`config.mk`:
```
export PLATFORM = sky130hd
export DESIGN_NAME = prg_inject
export DESIGN_NICKNAME = d
export VERILOG_FILES = /design/src/rtl/prg_inject.sv
export SDC_FILE = /design/constraint.sdc
export NUM_CORES = 1
export LEC_CHECK = 0
export BUFFER_PORTS_ARGS = -buffer_cell sky130_fd_sc_hd__buf_2
export CORE_ASPECT_RATIO = 0.8
export CORE_MARGIN = 2
export CORE_UTILIZATION = 45
export CTS_BUF_LIST = sky130_fd_sc_hd__clkbuf_8
export DETAILED_ROUTE_END_ITERATION = 16
export GPL_ROUTABILITY_DRIVEN = 0
export SLEW_MARGIN = 20
export SYNTH_ARGS = -nofsm -noshare
export SYNTH_HDL_FRONTEND = slang
export SYNTH_SLANG_ARGS = --single-unit
```
`constraint.sdc`:
```
create_clock -name clk_sys -period 8.4 [get_ports clk_sys]
set_input_delay 0.84 -clock clk_sys [delete_from_list [all_inputs] [get_ports clk_sys]]
set_output_delay 0.84 -clock clk_sys [all_outputs]
set_load 0.005 [all_outputs]
```
`src/rtl/prg_inject.sv`:
```
// prg_inject: streams a PRG file from hps_io into RAM.
// The first two file bytes are the little-endian load address. Each later byte is
// written to load_addr + offset - 2. When a load at BASIC_START finishes without
// error, six zero-page bytes at PTR_BASE..PTR_BASE+5 are set to the end address,
// filling the VARTAB, ARYTAB and STREND pointers.
//
// Ports
//   clk_sys        in   system clock, posedge only
//   reset          in   synchronous active-high reset
//   ioctl_download in   download in progress
//   ioctl_index    in   download target index; only INDEX is handled
//   ioctl_wr       in   one-cycle byte strobe
//   ioctl_addr     in   byte offset in the file
//   ioctl_dout     in   file byte
//   ioctl_wait     out  backpressure; no new ioctl_wr while high
//   dma_addr       out  RAM write address
//   dma_din        out  RAM write data
//   dma_we         out  one-cycle RAM write strobe
//   busy           out  high from download start until fixup is done
//   error          out  sticky error flag
module prg_inject #(
  parameter logic [7:0]  INDEX       = 8'h41,
  parameter logic [15:0] BASIC_START = 16'h0401,
  parameter logic [7:0]  PTR_BASE    = 8'h2A,
  parameter logic [15:0] MAX_ADDR    = 16'h7FFF
) (
  input  logic        clk_sys,
  input  logic        reset,
  input  logic        ioctl_download,
  input  logic [7:0]  ioctl_index,
  input  logic        ioctl_wr,
  input  logic [24:0] ioctl_addr,
  input  logic [7:0]  ioctl_dout,
  output logic        ioctl_wait,
  output logic [15:0] dma_addr,
  output logic [7:0]  dma_din,
  output logic        dma_we,
  output logic        busy,
  output logic        error
);

  typedef enum logic [2:0] {StIdle, StHdrLo, StHdrHi, StData, StFix, StDone} state_e;

  state_e      state_q, state_d;
  logic        active_q;
  logic        pend_q, pend_d;
  logic [15:0] load_addr_q, load_addr_d;
  logic [15:0] end_addr_q, end_addr_d;
  logic [2:0]  fix_cnt_q, fix_cnt_d;
  logic        dma_we_q, dma_we_d;
  logic [15:0] dma_addr_q, dma_addr_d;
  logic [7:0]  dma_din_q, dma_din_d;
  logic        wait_q, wait_d;
  logic        busy_q, busy_d;
  logic        error_q, error_d;

  logic        active, dl_rise, dl_fall, wr_ok, wr_viol, start, do_fix, addr_bad;
  logic [25:0] eff_addr;
  logic [7:0]  fix_ptr;

  assign active  = ioctl_download && (ioctl_index == INDEX);
  assign dl_rise = active && !active_q;
  assign dl_fall = !active && active_q;
  assign wr_ok   = active && ioctl_wr && !wait_q;
  assign wr_viol = active && ioctl_wr && wait_q;
  assign start   = (state_q == StIdle) && (dl_rise || pend_q);
  assign do_fix  = (load_addr_q == BASIC_START) && !error_q;

  // Wide sum so that both a carry past $FFFF and an offset below 2 show up in the
  // upper bits.
  assign eff_addr = {10'd0, load_addr_q} + {1'b0, ioctl_addr} - 26'd2;
  assign addr_bad = (eff_addr[25:16] != 10'd0) || (eff_addr[15:0] > MAX_ADDR);
  assign fix_ptr  = PTR_BASE + {5'd0, fix_cnt_q};

  // State register
  always_ff @(posedge clk_sys) begin
    if (reset) begin
      state_q <= StIdle;
    end else begin
      state_q <= state_d;
    end
  end

  // Next-state logic
  always_comb begin
    state_d = state_q;
    unique case (state_q)
      StIdle:  if (start) state_d = StHdrLo;
      StHdrLo: begin
        if (dl_fall)    state_d = StDone;
        else if (wr_ok) state_d = StHdrHi;
      end
      StHdrHi: begin
        if (dl_fall)    state_d = StDone;
        else if (wr_ok) state_d = StData;
      end
      StData:  if (dl_fall) state_d = do_fix ? StFix : StDone;
      StFix:   if (fix_cnt_q == 3'd5) state_d = StDone;
      StDone:  state_d = StIdle;
      default: state_d = StIdle;
    endcase
  end

  // Output and datapath next-state logic
  always_comb begin
    pend_d      = pend_q;
    load_addr_d = load_addr_q;
    end_addr_d  = end_addr_q;
    fix_cnt_d   = fix_cnt_q;
    dma_we_d    = 1'b0;
    dma_addr_d  = dma_addr_q;
    dma_din_d   = dma_din_q;
    wait_d      = 1'b0;
    busy_d      = busy_q;
    error_d     = error_q;

    // A download that starts during fixup or DONE is held until IDLE.
    if (dl_rise && (state_q != StIdle)) pend_d = 1'b1;

    unique case (state_q)
      StIdle: begin
        if (start) begin
          pend_d    = 1'b0;
          error_d   = 1'b0;
          busy_d    = 1'b1;
          fix_cnt_d = 3'd0;
        end
      end
      StHdrLo: begin
        if (dl_fall)    error_d = 1'b1;
        else if (wr_ok) load_addr_d[7:0] = ioctl_dout;
      end
      StHdrHi: begin
        if (dl_fall)    error_d = 1'b1;
        else if (wr_ok) load_addr_d[15:8] = ioctl_dout;
      end
      StData: begin
        if (wr_ok) begin
          wait_d = 1'b1;
          if (addr_bad) begin
            error_d = 1'b1;
          end else begin
            dma_we_d   = 1'b1;
            dma_addr_d = eff_addr[15:0];
            dma_din_d  = ioctl_dout;
            end_addr_d = eff_addr[15:0] + 16'd1;
          end
        end
        if (dl_fall && do_fix) wait_d = 1'b1;
      end
      StFix: begin
        wait_d     = 1'b1;
        dma_we_d   = 1'b1;
        dma_addr_d = {8'h00, fix_ptr};
        dma_din_d  = fix_cnt_q[0] ? end_addr_q[15:8] : end_addr_q[7:0];
        fix_cnt_d  = fix_cnt_q + 3'd1;
      end
      StDone: begin
        busy_d = 1'b0;
      end
      default: ;
    endcase

    if (wr_viol && !start) error_d = 1'b1;
  end

  always_ff @(posedge clk_sys) begin
    if (reset) begin
      // Treat the download as already running so that bytes arriving after a reset
      // are ignored until ioctl_download rises again.
      active_q    <= 1'b1;
      pend_q      <= 1'b0;
      load_addr_q <= 16'h0000;
      end_addr_q  <= 16'h0000;
      fix_cnt_q   <= 3'd0;
      dma_we_q    <= 1'b0;
      dma_addr_q  <= 16'h0000;
      dma_din_q   <= 8'h00;
      wait_q      <= 1'b0;
      busy_q      <= 1'b0;
      error_q     <= 1'b0;
    end else begin
      active_q    <= active;
      pend_q      <= pend_d;
      load_addr_q <= load_addr_d;
      end_addr_q  <= end_addr_d;
      fix_cnt_q   <= fix_cnt_d;
      dma_we_q    <= dma_we_d;
      dma_addr_q  <= dma_addr_d;
      dma_din_q   <= dma_din_d;
      wait_q      <= wait_d;
      busy_q      <= busy_d;
      error_q     <= error_d;
    end
  end

  assign ioctl_wait = wait_q;
  assign dma_addr   = dma_addr_q;
  assign dma_din    = dma_din_q;
  assign dma_we     = dma_we_q;
  assign busy       = busy_q;
  assign error      = error_q;

endmodule

```
### After elaboration in Yosys (flattened, before gate mapping)

Cells that the tools add are included.

* flip-flop bits (word level): 68
* latch bits: 0
* RAM bits: 0
* ROM bits: 0
* input bits: 45
* output and inout bits: 28
* word-level logic and storage cells: 109
* memories kept: 0

* add/subtract/negate cells: 5
* multiply operators: 0
* div/mod/pow operators: 0
* $lt $le $gt $ge: 1
* equal/unequal tests: 19
* shift-type cells: 0
* mux-type cells: 35
* bitwise gates (word level): 2
* reductions and logical operators: 34

Operators by type and width (number)
* 2-to-1 mux 16 bit: 2
* case mux 16 bit (2 select lines): 1
* adder 16 x 25 -> 26 bit: 1
* subtractor 26 x 2 -> 26 bit (second input constant): 1
* 2-to-1 mux 3 bit: 8
* 2-to-1 mux 8 bit: 3
* adder 16 x 1 -> 16 bit (second input constant): 1
* equality test 16 x 11 -> 1 bit (second input constant): 1
* > comparator 16 x 15 -> 1 bit (second input constant): 1
* case mux 8 bit (2 select lines): 1
* case mux 3 bit (5 select lines): 1
* 2-to-1 mux 1 bit: 14
* != test 3 bit (second input constant): 4
* AND reduction 3 bit: 4
* logical AND 1 bit: 11
* != test 2 bit (second input constant): 5
* AND reduction 5 bit: 2
* nonzero test 10 bit: 1
* equality test 3 bit (second input constant): 3
* equality test 8 x 7 -> 1 bit (second input constant): 1
* adder 6 x 3 -> 7 bit (first input constant): 1
* equality test 3 x 2 -> 1 bit (second input constant): 2
* case mux 1 bit (2 select lines): 3
* case mux 3 bit (2 select lines): 1
* 14 further kinds: 23

### Depth between registers and ports, before layout

Gate-level depths: netlist of the first run.

* depth after elaboration: 9
* gate-level depth with buffers: 16
* depth with buffers taken out: 14

### Least setup slack after synthesis of the first run

No wires, ideal clock.

* path kind: input -> register
* from: in ioctl_addr[1]
* to: reg end_addr_q[0]
* library setup time: 0.121 ns
* data arrival time: 4.105 ns
* data required time: 8.279 ns
* slack: 4.173 ns
* cell stages on the path: 15
* path buffers: 1
* cell sequence: inv_1 -> ha_1 -> inv_1 -> ha_1 -> fa_1 -> a21o_1 -> a221o_1 -> and3_1 -> or2_1 -> o311ai_2 -> o221ai_2 -> nor4_4 -> nand2_2 -> buf_6 -> mux2_4

* cells in the longest elaborated chain, start to end: 6
* elaborated cells on any way between the ends: 7
* classes of those cells: 2 x add/sub; 1 x order compare; 1 x bitwise; 3 x reduce/logical

RTL lines
* start: declaration: line 32 `input logic [24:0] ioctl_addr,`
* adder 16 x 25 -> 26 bit *: line 71 `assign eff_addr = {10'd0, load_addr_q} + {1'b0, ioctl_addr} - 26'd2;`
* subtractor 26 x 2 -> 26 bit *: line 71
* > comparator 16 x 15 -> 1 bit or nonzero test 10 bit (tied branches): line 72 `assign addr_bad = (eff_addr[25:16] != 10'd0) || (eff_addr[15:0] > MAX_ADDR);`
* logical OR 1 bit *: line 72
* NOT 1 bit (no line) *
* AND reduction 3 bit (no line) *
* end signal: assignment: line 186 `end_addr_q <= end_addr_d;`
* end: declaration: line 48 `logic [15:0] end_addr_q, end_addr_d;`

Every way passes the cells marked *; elsewhere a longest branch is shown, timed or not.
A chain may end at the register's enable or synchronous reset.

### Final worst setup path of the first run

* from: in ioctl_addr[1]
* to: reg end_addr_q[6]

* cells in the longest elaborated chain, start to end: 6
* elaborated cells on any way between the ends: 8
* classes of those cells: 3 x add/sub; 1 x order compare; 1 x bitwise; 3 x reduce/logical

RTL lines (line)
* adder 16 x 25 -> 26 bit *: 71
* subtractor 26 x 2 -> 26 bit *: 71
* > comparator 16 x 15 -> 1 bit or nonzero test 10 bit (tied branches): 72
* logical OR 1 bit: 72
* NOT 1 bit (no line)
* AND reduction 3 bit (no line)

Marked as above.

==> out/qor.yml, run 1 <==
fin_nets: 880
syn-num-nets: 837
fin_setup_tns_ns: 0
firstDrtPassIters: 5
fin_crit_ns: 4.780
pre_cts_ws_ns: 3.328
worst_slack_ns: 3.620
grt_usage: 0.2401
multi_input_area_mm2: 0.003777
leakage_nw: 2.801
cts_max_path_buffers: 2
drtAntennaViolNets: 0
post_cts_resized: 0
pwr_density_cell_mw_per_mm2: 138.9
h-tree-depth: 3
cts_root_buffer: "clkbuf_8"
grt_pass1_wl_um: 26260
fillers: 1232
wl_per_cell_um: 16.41
start_kind: "primary input"
rsz0062_at_grt: "no"
relSlewSlack: 0.3091
setup_violations: 0
portBuffers: 72
first_global_vias: 5243
critPathCaptureType: "register"
finalHoldViolCount: 0
cap_violations: 0
skew_ns: 0.01138
final_core_util: 0.5153
crit_type: "in -> reg"
hold_buffers: 0
vdd_ir_drop_max_mv: 0.08561
fmax_mhz: 209.2
totalWireLength_um: 15860
crit_fanout: 53
drcViolationCount: 0
maxSlewViolCount: 0
synth-seq-cells: 68
first_iter_violations: 430
synth_edf_count: 0
design_area_mm2: 0.006290
hold_depth: 2
critPathRequiredTime_ns: 8.63
io_pins: 73
hpwl_um: 12070
fin_crit_sh: 0.5691
worstPathArrival_ns: 5.01
reg2regPathDepth: 15
grt_max_degree: 76
antenna_found_initial: 0
cts_tree: "done"
yosysWarningCount: 0
drive_above_1_share: 0.1610
synth_seq_area_share: 0.2416
rows: 36
initial_core_util: 0.4617
syn_area_mm2: 0.005635
antenna_cells: 0
async_reset_ff_frac: 0
die_w_um: 129.1
via_count: 5578
die_y_um: 104.1
clkLatencyLatePin_ns: 0.35
synthFlopType: "dfxtp_1"
cts_sinks: 68
core_mm2: 0.01221
area_growth_pct: 11.61
hold_class: "reg -> reg"
post_cts_buffers: 0
cts_buffers: 9
outcome: "finished, final reports clean"
grt-ovfl-total: 0
regArea_mm2: 0.001361
routed_via_density: 5.774
synthCells: 747
dpl_cell_area_mm2: 0.006063
clkTransAtPathRegs_ns: 0.08
synth.avg_cell_area_um2: 7.544
worstMarginPinSlew_ns: 1.031
die-area_mm2: 0.01344
total_power_uw: 873.7
ys_types: 71
-- synth_stat cells (8+ instances only) --
cell type | number | share of area
inv_1 | 82 | 0.055
a211oi_1 | 8 | 0.011
clkbuf_1 | 33 | 0.022
a21oi_1 | 37 | 0.033
nor2b_1 | 11 | 0.012
or4b_2 | 10 | 0.018
xnor2_1 | 17 | 0.026
nor3_1 | 29 | 0.026
dfxtp_1 | 68 | 0.24
nor2_1 | 71 | 0.047
nand2_1 | 59 | 0.039
and3_1 | 9 | 0.010
nand4_1 | 16 | 0.018
nor4_1 | 11 | 0.012
o21ai_0 | 33 | 0.029
mux2i_1 | 36 | 0.064
ha_1 | 44 | 0.098
nand3_1 | 35 | 0.031
a31oi_1 | 15 | 0.017
-- power breakdown --
group / leakage [nW] / switching (mW) / internal (mW)
registers: 0.549 / 0.00720 / 0.326
logic: 2.14 / 0.146 / 0.0859
clock network: 0.113 / 0.133 / 0.175
-- flip-flops by register name, indices dropped and copies added, names as in the netlist --
signal,flops
dma_we,1
end_addr_q,16
active_q,1
load_addr_q,16
state_q,3
dma_din,8
ioctl_wait,1
busy,1
dma_addr,16
pend_q,1
fix_cnt_q,3
error,1
-- cells by family (layout without fill, tap and decap cells) --
group	Yosys count	count (layout)	share of synthesized area
simple gates	287	287	0.2662
xor+xnor	24	24	0.03730
compound gates	151	151	0.1796
buf+inv	128	176	0.09148
flops	68	68	0.2416
fa+ha+maj	45	45	0.1012
mux	44	44	0.08259
-- per-layer routing --
| layer | vias to the layer above | global-route usage | share of wire |
|---|---|---|---|
| met5 | - | 0 | 0 |
| met4 | 0 | 0.04115 | 0.0096 |
| met3 | 11 | 0.06481 | 0.081 |
| met2 | 194 | 0.3571 | 0.43 |
| met1 | 2625 | 0.3503 | 0.48 |
| li1 | 2748 | - | - |
-- cell usage in the layout (no fill, tap or decap), types with 15 or more instances in the layout --
cell and n:
dfxtp_1 68, nand4_1 16, buf_2 72, o21ai_0 33, a21oi_1 37, xnor2_1 17
a31oi_1 15, nor2_1 71, mux2i_1 36, nand2_1 58, nand3_1 35, ha_1 44
nor3_1 27, inv_1 82
-- stage by stage --
stage	std cells	hold slack (ns)
final	966	0.4538
after global placement	950	0.4400
after global routing	966	0.4840
after floorplan	747	0.4374
after detailed placement	950	0.4478
after CTS	966	0.4612
-- path summary, 6_finish.rpt --
kind,start,to,slack (ns)
hold reg to reg,dma_addr[4]$_SDFFE_PP0P_,dma_addr[4]$_SDFFE_PP0P_,0.45
setup reg to reg,load_addr_q[1]$_SDFFE_PP0P_,end_addr_q[6]$_SDFFE_PP0P_,3.80
setup / recovery,ioctl_addr[1],end_addr_q[6]$_SDFFE_PP0P_,3.62
hold / removal,dma_addr[4]$_SDFFE_PP0P_,dma_addr[4]$_SDFFE_PP0P_,0.45
-- area by class of cell --
type,instances,area share
sequential,68,0.2164
clock inverter,6,0.01373
inverter,82,0.04894
clock buffer,10,0.02188
timing repair buffer,78,0.06445
tap,171,0.03402
multi-input combinational,551,0.6006
-- worst max-delay path, stage by stage --
cell and delay [ns]:
buf_2 0.08, inv_1 0.04, ha_1 0.27, inv_1 0.04
ha_1 0.21, fa_1 0.44, a21o_1 0.23, a221o_1 0.41
a221oi_2 0.46, o31ai_1 0.15, xnor2_1 0.15, o21ai_1 0.13
nor4_4 0.26, buf_4 0.47, nand2_2 0.38, mux2_4 0.42
(Power assumes the default switching activity.)
==> inputs of run 2 (changes only) <==
clock period = 4.6 ns   (was 8.4 ns; I/O delays follow)
==> out/qor.yml, run 2 (synthesis gave the netlist of run 1 again) <==
outcome: "finished, final reports clean"  # unchanged
relSlewSlack: 0.3029  # was 0.3091
post_cts_resized: 0  # unchanged
antenna_cells: 0  # unchanged
grt_max_degree: 50  # was 76
wl_per_cell_um: 16.61  # was 16.41 µm
start_kind: "register"  # was primary input
use_met2: 0.3447  # was 0.3571
clkLatencyLatePin_ns: 0.37  # was 0.35 ns
io_pins: 73  # unchanged
crit_type: "reg -> reg"  # was in -> reg
cts_max_path_buffers: 2  # unchanged
first_iter_violations: 426  # was 430
p_comb_frac: 0.254  # was 0.266
first_global_vias: 5028  # was 5,243
area_growth_pct: 12.97  # was 11.61%
h-tree-depth: 3  # unchanged
die-area_mm2: 0.01344  # unchanged
skew_ns: 0.009721  # was 0.01138 ns
maxSlewViolCount: 0  # unchanged
grt_pass1_wl_um: 25890  # was 26,260 µm
vdd_ir_drop_max_mv: 0.1521  # was 0.08561 mV
hold_buffers: 0  # unchanged
final_cell_mix: "inv_1 (82), buf_2 (72), nor2_1 (71)"  # unchanged
cts_buffers: 9  # unchanged
crit_fanout: 14  # was 53
critPathRequiredTime_ns: 4.85  # was 8.63 ns
worstMarginPinSlew_ns: 1.040  # was 1.031 ns
worstPathArrival_ns: 4.53  # was 5.01 ns
grt_usage: 0.2382  # was 0.2401
core_mm2: 0.01221  # unchanged
setup_violations: 0  # unchanged
fmax_mhz: 233.9
via_count: 5627  # was 5,578
seqPwrFrac: 0.363  # was 0.382
die_y_um: 104.1  # unchanged
pwr_density_cell_mw_per_mm2: 264.1  # was 138.9 mW/mm²
gr-usage-met1: 0.3571  # was 0.3503
portBuffers: 72  # unchanged
cts_tree: "done"  # unchanged
cts_root_buffer: "clkbuf_8"  # unchanged
leakage_nw: 2.838  # was 2.801 nW
hpwl_um: 12270  # was 12,070 µm
drtAntennaViolNets: 0  # unchanged
fillers: 1225  # was 1,232
hold_class: "in -> reg"  # was reg -> reg
cts_sinks: 68  # unchanged
fin_crit_ns: 4.275
mostFrequentLayoutCell: "inv_1"  # unchanged
fin_nets: 884  # was 880
rsz0062_at_grt: "no"  # unchanged
routed_via_density: 5.801  # was 5.774
fin_setup_tns_ns: 0  # unchanged
antenna_found_initial: 0  # unchanged
clkPwrFrac: 0.383  # was 0.353
total_power_mw: 1.682  # was 873.7 µW
drive_above_1_share: 0.1652  # was 0.1610
finalHoldViolCount: 0  # unchanged
firstDrtPassIters: 8  # was 5
totalWireLength_um: 16110  # was 15,860 µm
grt_use_met3: 0.05556  # was 0.06481
die_w_um: 129.1  # unchanged
clkTransAtPathRegs_ns: 0.08  # about the same
post_cts_buffers: 0  # unchanged
busiest_layer: "met1"  # was met2
grt-ovfl-total: 0  # unchanged
critPathCaptureType: "register"  # unchanged
rows: 36  # unchanged
p_int_mw: 1.148  # was 587.5 µW
cap_violations: 0  # unchanged
drcViolationCount: 0  # unchanged
initial_core_util: 0.4617  # unchanged
swShare: 0.3171  # was 0.3276
p_switching_uw: 533.3  # was 286.2 µW
fin_crit_sh: 0.9292
==> run 2: cell count changes in the layout (fill, tap and decap cells not counted), sizes merged <==
cell / delta
bufinv: +1
buf: +4
clkinv: -2
clkbuf: +1
==> run 2: cell type report <==
type	instances	area (µm²)	area share
flip-flops and latches	68	1361	0.2138
well taps	171	214.0	0.03361
clock inverters	5	106.4	0.01671
repair buffers	82	447.9	0.07036
inverters	82	307.8	0.04835
clock buffers	11	151.4	0.02378
multi-input cells	551	3777	0.5934
==> run 2: worst max-delay path, cell delays in order, from the launching register on <==
cell      delay (ns)
dfxtp_1         0.36
inv_1           0.06
ha_1            0.27
inv_1           0.04
ha_1            0.22
fa_1            0.44
a21o_1          0.22
a221o_1         0.40
a221oi_2        0.48
o31ai_1         0.16
xnor2_1         0.14
o21ai_1         0.12
nor4_4          0.49
nand2_2         0.36
mux2_4          0.39
==> run 2: path summary, 6_finish.rpt <==
| check | cells past startpoint | startpoint | endpoint | slack (ns) |
|---|---|---|---|---|
| setup reg to reg | 14 | load_addr_q[1]$_SDFFE_PP0P_ | end_addr_q[13]$_SDFFE_PP0P_ | 0.33 |
| setup / recovery | 14 | load_addr_q[1]$_SDFFE_PP0P_ | end_addr_q[13]$_SDFFE_PP0P_ | 0.33 |
| hold reg to reg | 2 | dma_addr[4]$_SDFFE_PP0P_ | dma_addr[4]$_SDFFE_PP0P_ | 0.46 |
| hold / removal | 3 | ioctl_dout[6] | load_addr_q[14]$_SDFFE_PP0P_ | 0.39 |
==> run 2: metal layers <==
metal / routed length, µm / share of wire
met1: 7927 / 0.49
met2: 6838 / 0.42
met3: 1144 / 0.071
met4: 197 / 0.012
met5: 0 / 0
==> run 2: through the flow <==
step / cell area, µm² / std cells / setup slack (ns) / hold WS, ns / utilization
3_3_place_gp: 6106 / 954 / 0.3364 / 0.4421 / 0.5002
6_report: 6366 / 970 / 0.3255 / 0.3926 / 0.5215
3_5_place_dp: 6106 / 954 / 0.2265 / 0.4535 / 0.5002
5_1_grt: 6366 / 970 / 0.1229 / 0.4117 / 0.5215
4_1_cts: 6364 / 970 / 0.3802 / 0.4003 / 0.5213
2_1_floorplan: 5635 / 747 / 0.7532 / 0.4374 / -
==> run 2: power by group through the flow <==
stage                     Combinational [mW]  Clock (mW)  Sequential, mW
after floorplan                        0.307           0           0.615
after global placement                 0.414           0           0.622
after detailed placement               0.419           0           0.623
after CTS                              0.421       0.651           0.609
after global routing                   0.474       0.678           0.611
final                                  0.427       0.644           0.610
